[config.mk]
export PLATFORM = sky130hd
export DESIGN_NAME = loop_pwm_gate_sequencer
export DESIGN_NICKNAME = d
export VERILOG_FILES = /design/src/rtl/loop_pwm_gate_sequencer.sv
export SDC_FILE = /design/constraint.sdc
export NUM_CORES = 1
export LEC_CHECK = 0
export CORE_ASPECT_RATIO = 1.5
export CORE_MARGIN = 2
export CORE_UTILIZATION = 55
export CTS_CLUSTER_SIZE = 25
export DETAILED_ROUTE_END_ITERATION = 16
export GPL_TIMING_DRIVEN = 0
export PLACE_DENSITY = 0.76
export SETUP_SLACK_MARGIN = 0.3
export SKIP_LAST_GASP = 1
export SLEW_MARGIN = 10
export SYNTH_ARGS = -nofsm -noshare
export SYNTH_HDL_FRONTEND = slang
export SYNTH_SLANG_ARGS = --single-unit
[constraint.sdc]
create_clock -name CLK -period 9.5 [get_ports CLK]
set_input_delay 1.9 -clock CLK [delete_from_list [all_inputs] [get_ports CLK]]
set_output_delay 1.9 -clock CLK [all_outputs]
set_load 0.005 [all_outputs]
[src/rtl/loop_pwm_gate_sequencer.sv]
// PWM modulator and non-overlapping high/low gate sequencer for the step-down control loop.
// Includes a cycle-by-cycle over-current limit and a sticky fault latch after repeated trips.
module loop_pwm_gate_sequencer #(
  parameter int CNT_W    = 8,
  parameter int PERIOD   = 200,
  parameter int DEAD_W   = 4,
  parameter int DEAD_RST = 2,
  parameter int OCP_LIM  = 4
) (
  input  logic              CLK,
  input  logic              RST,
  input  logic              CELV,
  input  logic              CELG,
  input  logic              SUB,
  input  logic              en,
  input  logic [CNT_W-1:0]  duty_in,
  input  logic [DEAD_W-1:0] dead_in,
  input  logic              duty_vld,
  output logic              duty_rdy,
  input  logic              ocp,
  input  logic              fault_clr,
  output logic              hs_on,
  output logic              ls_on,
  output logic              prd_start,
  output logic              fault
);

  localparam int EW    = ((CNT_W > DEAD_W) ? CNT_W : DEAD_W) + 2;
  localparam int RUN_W = (OCP_LIM > 1) ? $clog2(OCP_LIM + 1) : 1;
  localparam logic [CNT_W-1:0] CNT_LAST = CNT_W'(PERIOD - 1);
  localparam logic [EW-1:0]    PERIOD_E = EW'(PERIOD);
  localparam logic [RUN_W-1:0] RUN_LIM  = RUN_W'(OCP_LIM);

  typedef enum logic [2:0] {
    ST_OFF = 3'd0,
    ST_DLH = 3'd1,
    ST_HS  = 3'd2,
    ST_DHL = 3'd3,
    ST_LS  = 3'd4
  } state_t;

  state_t            r_state;
  state_t            w_state_nxt;
  logic [CNT_W-1:0]  r_cnt;
  logic [CNT_W-1:0]  w_cnt_nxt;
  logic [CNT_W-1:0]  r_duty_act;
  logic [CNT_W-1:0]  r_duty_sh;
  logic [DEAD_W-1:0] r_dead_act;
  logic [DEAD_W-1:0] r_dead_sh;
  logic              r_full;
  logic              w_full_nxt;
  logic [EW-1:0]     r_ls_at;
  logic [EW-1:0]     w_ls_at_nxt;
  logic              r_ocp_hit;
  logic              w_ocp_hit_nxt;
  logic [RUN_W-1:0]  r_ocp_run;
  logic [RUN_W-1:0]  w_ocp_run_nxt;
  logic [RUN_W-1:0]  w_run_inc;
  logic              r_fault;
  logic              w_fault_nxt;
  logic              r_hs;
  logic              r_ls;
  logic              r_prd;
  logic              r_rdy;

  logic              w_take;
  logic              w_running;
  logic              w_wrap;
  logic              w_ocp_evt;
  logic              w_trip;
  logic              w_go;
  logic              w_start;
  logic              w_load;
  logic [CNT_W-1:0]  w_duty_nxt;
  logic [DEAD_W-1:0] w_dead_nxt;
  logic [EW-1:0]     w_duty_e;
  logic [EW-1:0]     w_dead_e;
  logic [EW-1:0]     w_two_dead;
  logic [EW-1:0]     w_lim;
  logic [EW-1:0]     w_min;
  logic [EW-1:0]     w_eff;
  logic [EW-1:0]     w_cnt_e;
  logic              w_unused_pins;

  assign w_unused_pins = CELV ^ CELG ^ SUB;

  assign duty_rdy  = r_rdy;
  assign hs_on     = r_hs;
  assign ls_on     = r_ls;
  assign prd_start = r_prd;
  assign fault     = r_fault;

  // Handshake, period sequencing, over-current bookkeeping and fault latch decisions
  always_comb begin
    w_take    = duty_vld && !r_full;
    w_running = (r_state != ST_OFF);
    w_wrap    = w_running && (r_cnt == CNT_LAST);
    w_ocp_evt = ocp && ((r_state == ST_DLH) || (r_state == ST_HS));
    w_run_inc = r_ocp_run + RUN_W'(1);
    w_trip    = w_ocp_evt && (w_run_inc == RUN_LIM);

    if (w_trip) begin
      w_fault_nxt = 1'b1;
    end else if (fault_clr) begin
      w_fault_nxt = 1'b0;
    end else begin
      w_fault_nxt = r_fault;
    end

    // A new period begins on a wrap or on restart out of OFF; both adopt a pending command.
    w_go    = en && !w_fault_nxt;
    w_start = w_go && (!w_running || w_wrap);
    w_load  = w_start && r_full;

    if (w_take) begin
      w_full_nxt = 1'b1;
    end else if (w_load) begin
      w_full_nxt = 1'b0;
    end else begin
      w_full_nxt = r_full;
    end

    if (w_ocp_evt) begin
      w_ocp_run_nxt = w_run_inc;
    end else if (fault_clr) begin
      w_ocp_run_nxt = {RUN_W{1'b0}};
    end else if (w_wrap && !r_ocp_hit) begin
      w_ocp_run_nxt = {RUN_W{1'b0}};
    end else begin
      w_ocp_run_nxt = r_ocp_run;
    end

    if (!w_go || w_start) begin
      w_ocp_hit_nxt = 1'b0;
    end else if (w_ocp_evt) begin
      w_ocp_hit_nxt = 1'b1;
    end else begin
      w_ocp_hit_nxt = r_ocp_hit;
    end

    if (!w_go) begin
      w_cnt_nxt = {CNT_W{1'b0}};
    end else if (w_start) begin
      w_cnt_nxt = {CNT_W{1'b0}};
    end else begin
      w_cnt_nxt = r_cnt + CNT_W'(1);
    end
    w_cnt_e = EW'(w_cnt_nxt);
  end

  // Duty clamp on the command that will be active next cycle
  always_comb begin
    w_duty_nxt = w_load ? r_duty_sh : r_duty_act;
    w_dead_nxt = w_load ? r_dead_sh : r_dead_act;
    w_duty_e   = EW'(w_duty_nxt);
    w_dead_e   = EW'(w_dead_nxt);
    w_two_dead = w_dead_e << 1'b1;
    if (w_two_dead >= PERIOD_E) begin
      w_lim = {EW{1'b0}};
    end else begin
      w_lim = PERIOD_E - w_two_dead;
    end
    w_min = (w_duty_e < w_lim) ? w_duty_e : w_lim;
    // A high-side pulse no longer than the dead time is dropped entirely.
    if (w_min <= w_dead_e) begin
      w_eff = {EW{1'b0}};
    end else begin
      w_eff = w_min;
    end
  end

  // Gate FSM next state, evaluated against the counter value of the next cycle
  always_comb begin
    w_state_nxt = r_state;
    w_ls_at_nxt = r_ls_at;
    if (!w_go) begin
      w_state_nxt = ST_OFF;
    end else if (w_start) begin
      w_ls_at_nxt = w_eff + w_dead_e;
      if (w_eff == {EW{1'b0}}) begin
        w_state_nxt = ST_LS;
      end else if (w_dead_e == {EW{1'b0}}) begin
        w_state_nxt = ST_HS;
      end else begin
        w_state_nxt = ST_DLH;
      end
    end else if (w_ocp_evt) begin
      // Over-current cuts the high side now and inserts a full dead gap before LS.
      w_ls_at_nxt = w_cnt_e + w_dead_e;
      if (w_dead_e == {EW{1'b0}}) begin
        w_state_nxt = ST_LS;
      end else begin
        w_state_nxt = ST_DHL;
      end
    end else begin
      case (r_state)
        ST_DLH: begin
          if (w_cnt_e == w_dead_e) begin
            w_state_nxt = ST_HS;
          end else begin
            w_state_nxt = ST_DLH;
          end
        end
        ST_HS: begin
          if (w_cnt_e != w_eff) begin
            w_state_nxt = ST_HS;
          end else if (w_dead_e == {EW{1'b0}}) begin
            w_state_nxt = ST_LS;
          end else begin
            w_state_nxt = ST_DHL;
          end
        end
        ST_DHL: begin
          if (w_cnt_e == r_ls_at) begin
            w_state_nxt = ST_LS;
          end else begin
            w_state_nxt = ST_DHL;
          end
        end
        ST_LS: begin
          w_state_nxt = ST_LS;
        end
        default: begin
          w_state_nxt = ST_OFF;
        end
      endcase
    end
  end

  // State, counter, command and output registers
  always_ff @(posedge CLK) begin
    if (RST) begin
      r_state    <= ST_OFF;
      r_cnt      <= {CNT_W{1'b0}};
      r_duty_act <= {CNT_W{1'b0}};
      r_dead_act <= DEAD_W'(DEAD_RST);
      r_duty_sh  <= {CNT_W{1'b0}};
      r_dead_sh  <= {DEAD_W{1'b0}};
      r_full     <= 1'b0;
      r_ls_at    <= {EW{1'b0}};
      r_ocp_hit  <= 1'b0;
      r_ocp_run  <= {RUN_W{1'b0}};
      r_fault    <= 1'b0;
      r_hs       <= 1'b0;
      r_ls       <= 1'b0;
      r_prd      <= 1'b0;
      r_rdy      <= 1'b1;
    end else begin
      r_state   <= w_state_nxt;
      r_cnt     <= w_cnt_nxt;
      r_full    <= w_full_nxt;
      r_ls_at   <= w_ls_at_nxt;
      r_ocp_hit <= w_ocp_hit_nxt;
      r_ocp_run <= w_ocp_run_nxt;
      r_fault   <= w_fault_nxt;
      r_hs      <= (w_state_nxt == ST_HS);
      r_ls      <= (w_state_nxt == ST_LS);
      r_prd     <= w_start;
      r_rdy     <= !w_full_nxt;
      if (w_take) begin
        r_duty_sh <= duty_in;
        r_dead_sh <= dead_in;
      end
      if (w_load) begin
        r_duty_act <= r_duty_sh;
        r_dead_act <= r_dead_sh;
      end
    end
  end

endmodule
# Word-level counts from Yosys, hierarchy flattened
# Index checks and enable logic that the tools add are counted.
[word_totals] register_bits=55 input_bits=21 output_inout_bits=5 word_cells=84
[op_classes] add_sub_neg=5 n_lt_le_gt_ge=3 eq_ne=11 muxes=26 n_reduce_logical=24
[ops] operator="10-bit two-way mux" n=5
[ops] operator="3-bit two-way mux" n=10
[ops] operator="8-bit two-way mux" n=3
[ops] operator="10-bit zero test" n=2
[ops] operator="3-bit case mux with 4 select lines" n=1
[ops] operator="10-bit by 4-bit adder with 10-bit output" n=1
[ops] operator="8-bit by 10-bit equality test with 1-bit output" n=1
[ops] operator="10-bit by 4-bit <= comparator with 1-bit output" n=1
[ops] operator="8-bit by 10-bit < comparator with 1-bit output" n=1
[ops] operator="8-bit by 10-bit inequality test with 1-bit output" n=1
[ops] operator="8-bit by 4-bit adder with 9-bit output" n=1
[ops] operator="3-bit by 2-bit equality test with 1-bit output (second input constant)" n=3
[ops] operator="3-bit equality test (second input constant)" n=3
[ops] operator="8-bit by 5-bit subtractor with 9-bit output (first input constant)" n=1
[ops] operator="8-bit by 1-bit adder with 8-bit output (second input constant)" n=1
[ops] operator="8-bit by 4-bit equality test with 1-bit output" n=1
[ops] operator="8-bit equality test (second input constant)" n=1
[ops] operator="5-bit by 8-bit >= comparator with 1-bit output (second input constant)" n=1
[ops] operator="1-bit logical AND" n=8
[ops] operator="1-bit zero test" n=6
[ops] operator="3-bit nonzero test" n=2
[ops] operator="1-bit two-way mux" n=4
[ops] operator="2-bit two-way mux" n=2
[ops] operator="4-bit two-way mux" n=1
[ops] operator="6 further kinds" n=8

# Longest topological paths before layout
[logic_depth] depth_word=23 depth_mapped=36 depth_no_buf=35

# Worst setup path after synthesis
# OpenSTA, ideal clock, no wires.
[synth_path] path_kind="in2reg" start="input ocp" end="register r_ls_at[6]" setup_time_ns=0.114 arrival_time_ns=8.506 t_required_ns=9.386 setup_slack_ns=0.879 cell_stages=33 n_path_buf=2 path_cell_list="nand2_1 > o311a_1 > nand3_1 > buf_4 > buf_1 > mux2i_1 > ha_1 > nand2b_1 > a2111oi_0 > nor2_1 > ha_1 > and4_1 > a31oi_1 > o22ai_1 > mux2i_1 > mux2i_1 > inv_1 > ha_1 > o21a_1 > o21a_1 > o21ai_0 > and2_1 > nor2_1 > ha_1 > inv_1 > fa_1 > nor2b_1 > o21ai_0 > nand2b_1 > nor3b_1 > xnor2_1 > nor2_1 > a2111oi_0"
[synth_between] elab_chain_cells=16 elab_cells_between_ends=24 cone_classes="add/sub: 3; order compare: 3; mux: 10; reduce/logical: 8"
[synth_rtl] element="start: declaration" line="20" text="input logic ocp,"
[synth_rtl] element="1-bit logical AND *" line="98" text="w_ocp_evt = ocp && ((r_state == ST_DLH) || (r_state == ST_HS));"
[synth_rtl] element="1-bit logical AND" line="100" text="w_trip = w_ocp_evt && (w_run_inc == RUN_LIM);"
[synth_rtl] element="1-bit two-way mux" line="102" text="if (w_trip) begin"
[synth_rtl] element="1-bit zero test" line="111" text="w_go = en && !w_fault_nxt;"
[synth_rtl] element="1-bit logical AND" line="111"
[synth_rtl] element="1-bit logical AND" line="112" text="w_start = w_go && (!w_running || w_wrap);"
[synth_rtl] element="1-bit logical AND" line="113" text="w_load = w_start && r_full;"
[synth_rtl] element="4-bit two-way mux"
[synth_rtl] element="8-bit by 5-bit subtractor with 9-bit output / 5-bit by 8-bit >= comparator with 1-bit output (equally long branches)" line="161, 158"
[synth_rtl] element="10-bit two-way mux" line="158" text="if (w_two_dead >= PERIOD_E) begin"
[synth_rtl] element="8-bit by 10-bit < comparator with 1-bit output" line="163" text="w_min = (w_duty_e < w_lim) ? w_duty_e : w_lim;"
[synth_rtl] element="10-bit two-way mux" line="163"
[synth_rtl] element="10-bit by 4-bit <= comparator with 1-bit output" line="165" text="if (w_min <= w_dead_e) begin"
[synth_rtl] element="10-bit two-way mux" line="165"
[synth_rtl] element="10-bit by 4-bit adder with 10-bit output" line="179" text="w_ls_at_nxt = w_eff + w_dead_e;"
[synth_rtl] element="10-bit two-way mux" line="178" text="end else if (w_start) begin"
[synth_rtl] element="end signal: assignment" line="240" text="r_ls_at <= {EW{1'b0}};"
[synth_rtl] element="end signal: assignment" line="252" text="r_ls_at <= w_ls_at_nxt;"
[synth_rtl] element="end: declaration" line="52" text="logic [EW-1:0] r_ls_at;"
# Mark *: on every way between the ends. The rest lies on a longest branch, timed or not. The select of a mux whose other input is x is not followed.
# A chain may end at the register's enable or synchronous reset.

# Worst setup path after layout
# Same ends and word-level chain as after synthesis.

==> flow_metrics.tcl <==
set metrics [dict create \
    power_w 0.0005547 \
    synth_compound_area_frac 0.2349 \
    syn_area_per_cell_um2 7.770 \
    grtUsageTotal 0.3178 \
    core_area_mm2 0.007179 \
    finalNonFillerCells 651 \
    dr.pass1.iters 5 \
    synthXorXnorAreaFrac 0.06267 \
    nets 594 \
    cts_buffers 5 \
    async_flop_share 0 \
    wl_met3_um 455 \
    worst_setup_path_start_kind "input port" \
    place_worst_setup_slack_ps -1536 \
    antenna_found_initial 0 \
    grt-ovfl-total 0 \
    route.met2.wl_um 6340 \
    clock_skew_ps 7.243 \
    portBuffers 21 \
    rows 38 \
    rsz0062_at_grt "false" \
    fin_ws_ps 701.8 \
    yosys_warnings 0 \
    vdd_drop_max_v 0.00009015 \
    synthCells 519 \
    die_x_um 73.92 \
    cap_viol_max_count 0 \
    fin_crit_ps 8798 \
    vias 4058 \
    wl_met1_um 4608 \
    finalCritPeriodShare 0.9261 \
    num_antenna_cells 0 \
    required_ps 9720 \
    fmax_ghz 0.1137 \
    drtIter0Drc 346 \
    crit_slowest_cell "clkdlybuf4s50_1" \
    clockBufferDepth 2 \
    synth_top_area_frac 0.2681 \
    die_h_um 108.9 \
    synth_area_mm2 0.004033 \
    clock_sinks 54 \
    dp.cells 640 \
    final_common_cell "nand2_1" \
    wl_um 11940 \
    synth_mux_area_frac 0.04623 \
    top_layer_used "met4" \
    yosys.area.top_type "dfxtp_1" \
    final_max_slew_viol_count 0 \
    yosys.area_share.adder 0.07509 \
    synth-main-ff-cell "dfxtp_1" \
    crit_fanout 10 \
    initial_core_util 0.5617 \
    hold_violations 0 \
    synth_top_family_by_area "simple AND/OR/NAND/NOR gates" \
    critPathCaptureType "register" \
    finalSetupViolations 0 \
    max_stage_delay_ps 550 \
    ys_types 70 \
    wire_per_inst_um 18.34 \
    ios 26 \
    tightestPinTransition_ps 973.0 \
    most-common-layout-cells "62 x nand2_1, 54 x dfxtp_1, 50 x nor2_1" \
    drive_gt1_frac 0.09074 \
    ant_nets 0 \
    grt_max_degree 16 \
    synth.area.top_cells "dfxtp_1 27%, ha_1 6.5%, nand2_1 5.9%, a21oi_1 5.2%, nor2_1 4.7%" \
    clkTransAtPathRegs_ps 100 \
    synth_nets 563 \
    ctsHoldBuffers 0 \
    hold_class "register to register" \
    status "complete, no violations" \
    route.detailed.drc 0 \
    maxSlewHeadroom 0.3499 \
    p_leak_nw 1.752 \
    areaGrowthSynthToFinish_pct 14.09 \
    place_hpwl_um 9185 \
    gp_congestion 0.9464 \
    worst_hold_slack_ps 486.0 \
    grt_pass1_wl_um 19620 \
    grt_pass1_vias 4029 \
    avgViaCountPerCell 6.233 \
    yosys.area_share.simple 0.2616 \
    synth-seq-cells 54 \
    cts_tree "built" \
    finish.utilization 0.6408 \
    path_class "input port to register" \
    root_buffer "clkbuf_8" \
    die-area_mm2 0.008047 \
    ys_seq_area_frac 0.2681 \
    synth_edf_count 0 \
    clk_latency_ps 330 \
    cts_max_level 2 \
    powerDensity_mw_per_mm2 120.6 \
    arrival_ps 9010 \
]
## per-layer routing
metal  global-route usage  vias up
li1                     -     1959
met1               0.3429     1893
met2               0.5797      168
met3              0.04344       38
met4               0.1727        0
met5                    0        -
## state kept, by name, indices dropped and copies added (netlist names)
signal,cells
r_ocp_hit,1
r_cnt,8
hs_on,1
r_duty_act,8
r_full,1
prd_start,1
r_ls_at,9
fault,1
r_dead_sh,4
duty_rdy,1
r_ocp_run,3
ls_on,1
r_dead_act,4
r_state,3
r_duty_sh,8
## stage by stage
stage	area (um^2)	TNS [ps]
2_1_floorplan	4033	0
3_3_place_gp	4368	-10470
3_5_place_dp	4368	-13430
4_1_cts	4508	0
5_1_grt	4601	0
6_report	4601	0
## Yosys cell counts, drive strengths merged (12+ instances only)
cell type,number
nand2,63
dfxtp,54
nor2,51
a21oi,42
nor3,26
inv,22
ha,21
o21ai,18
xnor2,18
clkbuf,15
mux2i,14
nand2b,14
buf,12
## power breakdown
part           switching [W]  internal, W  total [W]
Clock              0.0000804    0.0000590   0.000139
Sequential         0.0000118     0.000238   0.000249
Combinational      0.0000996    0.0000664   0.000166
## worst max-delay path, delay by kind of cell
family | cells | cell delay (ps)
AND/OR/NAND/NOR | 13 | 2070
AO/OA/AOI/OAI | 10 | 2040
adder cells (fa/ha/maj) | 5 | 1400
buffers and inverters | 6 | 1180
multiplexers | 1 | 250
XOR/XNOR | 1 | 150
## cell families (layout without fill, tap and decap cells)
logic type / Yosys count / in the layout
and+or+nand+nor: 214 / 214
AOI/OAI and AO/OA: 134 / 134
muxes: 17 / 17
adders and majority gates: 23 / 23
buffers and inverters: 49 / 81
DFF: 54 / 54
xor gates and xnor gates: 28 / 28
## worst paths after layout
| kind | cells past startpoint | start | to | slack (ps) |
|---|---|---|---|---|
| worst min-delay path | 2 | r_duty_sh[5] | r_duty_sh[5] | 490 |
| worst max-delay path | 36 | ocp | r_ls_at[6] | 700 |
| worst max register to register | 36 | r_cnt[1] | r_ls_at[6] | 1980 |
| worst min register to register | 2 | r_duty_sh[5] | r_duty_sh[5] | 490 |
## area by class of cell
| type | instances | area [um^2] |
|---|---|---|
| Tap cell | 100 | 125.1 |
| Clock buffer | 7 | 86.33 |
| Sequential cell | 54 | 1081 |
| Buffer | 27 | 136.4 |
| Fill cell | 659 | 2579 |
| Inverter | 22 | 82.58 |
| Clock inverter | 1 | 5.005 |
| Timing Repair Buffer | 24 | 232.7 |
| Multi-Input combinational cell | 416 | 2851 |
## what timing repair did
| item | 4_1_cts | 5_1_grt |
|---|---|---|
| endpoints found under the setup margin | 14 | 6 |
| hold endpoints to repair | 0 | 0 |
| resized for setup | 11 | 16 |
| buffers inserted | 1 | 2 |
| pin swaps | 1 | 1 |
Note: power is estimated with default switching activity, not from simulation.
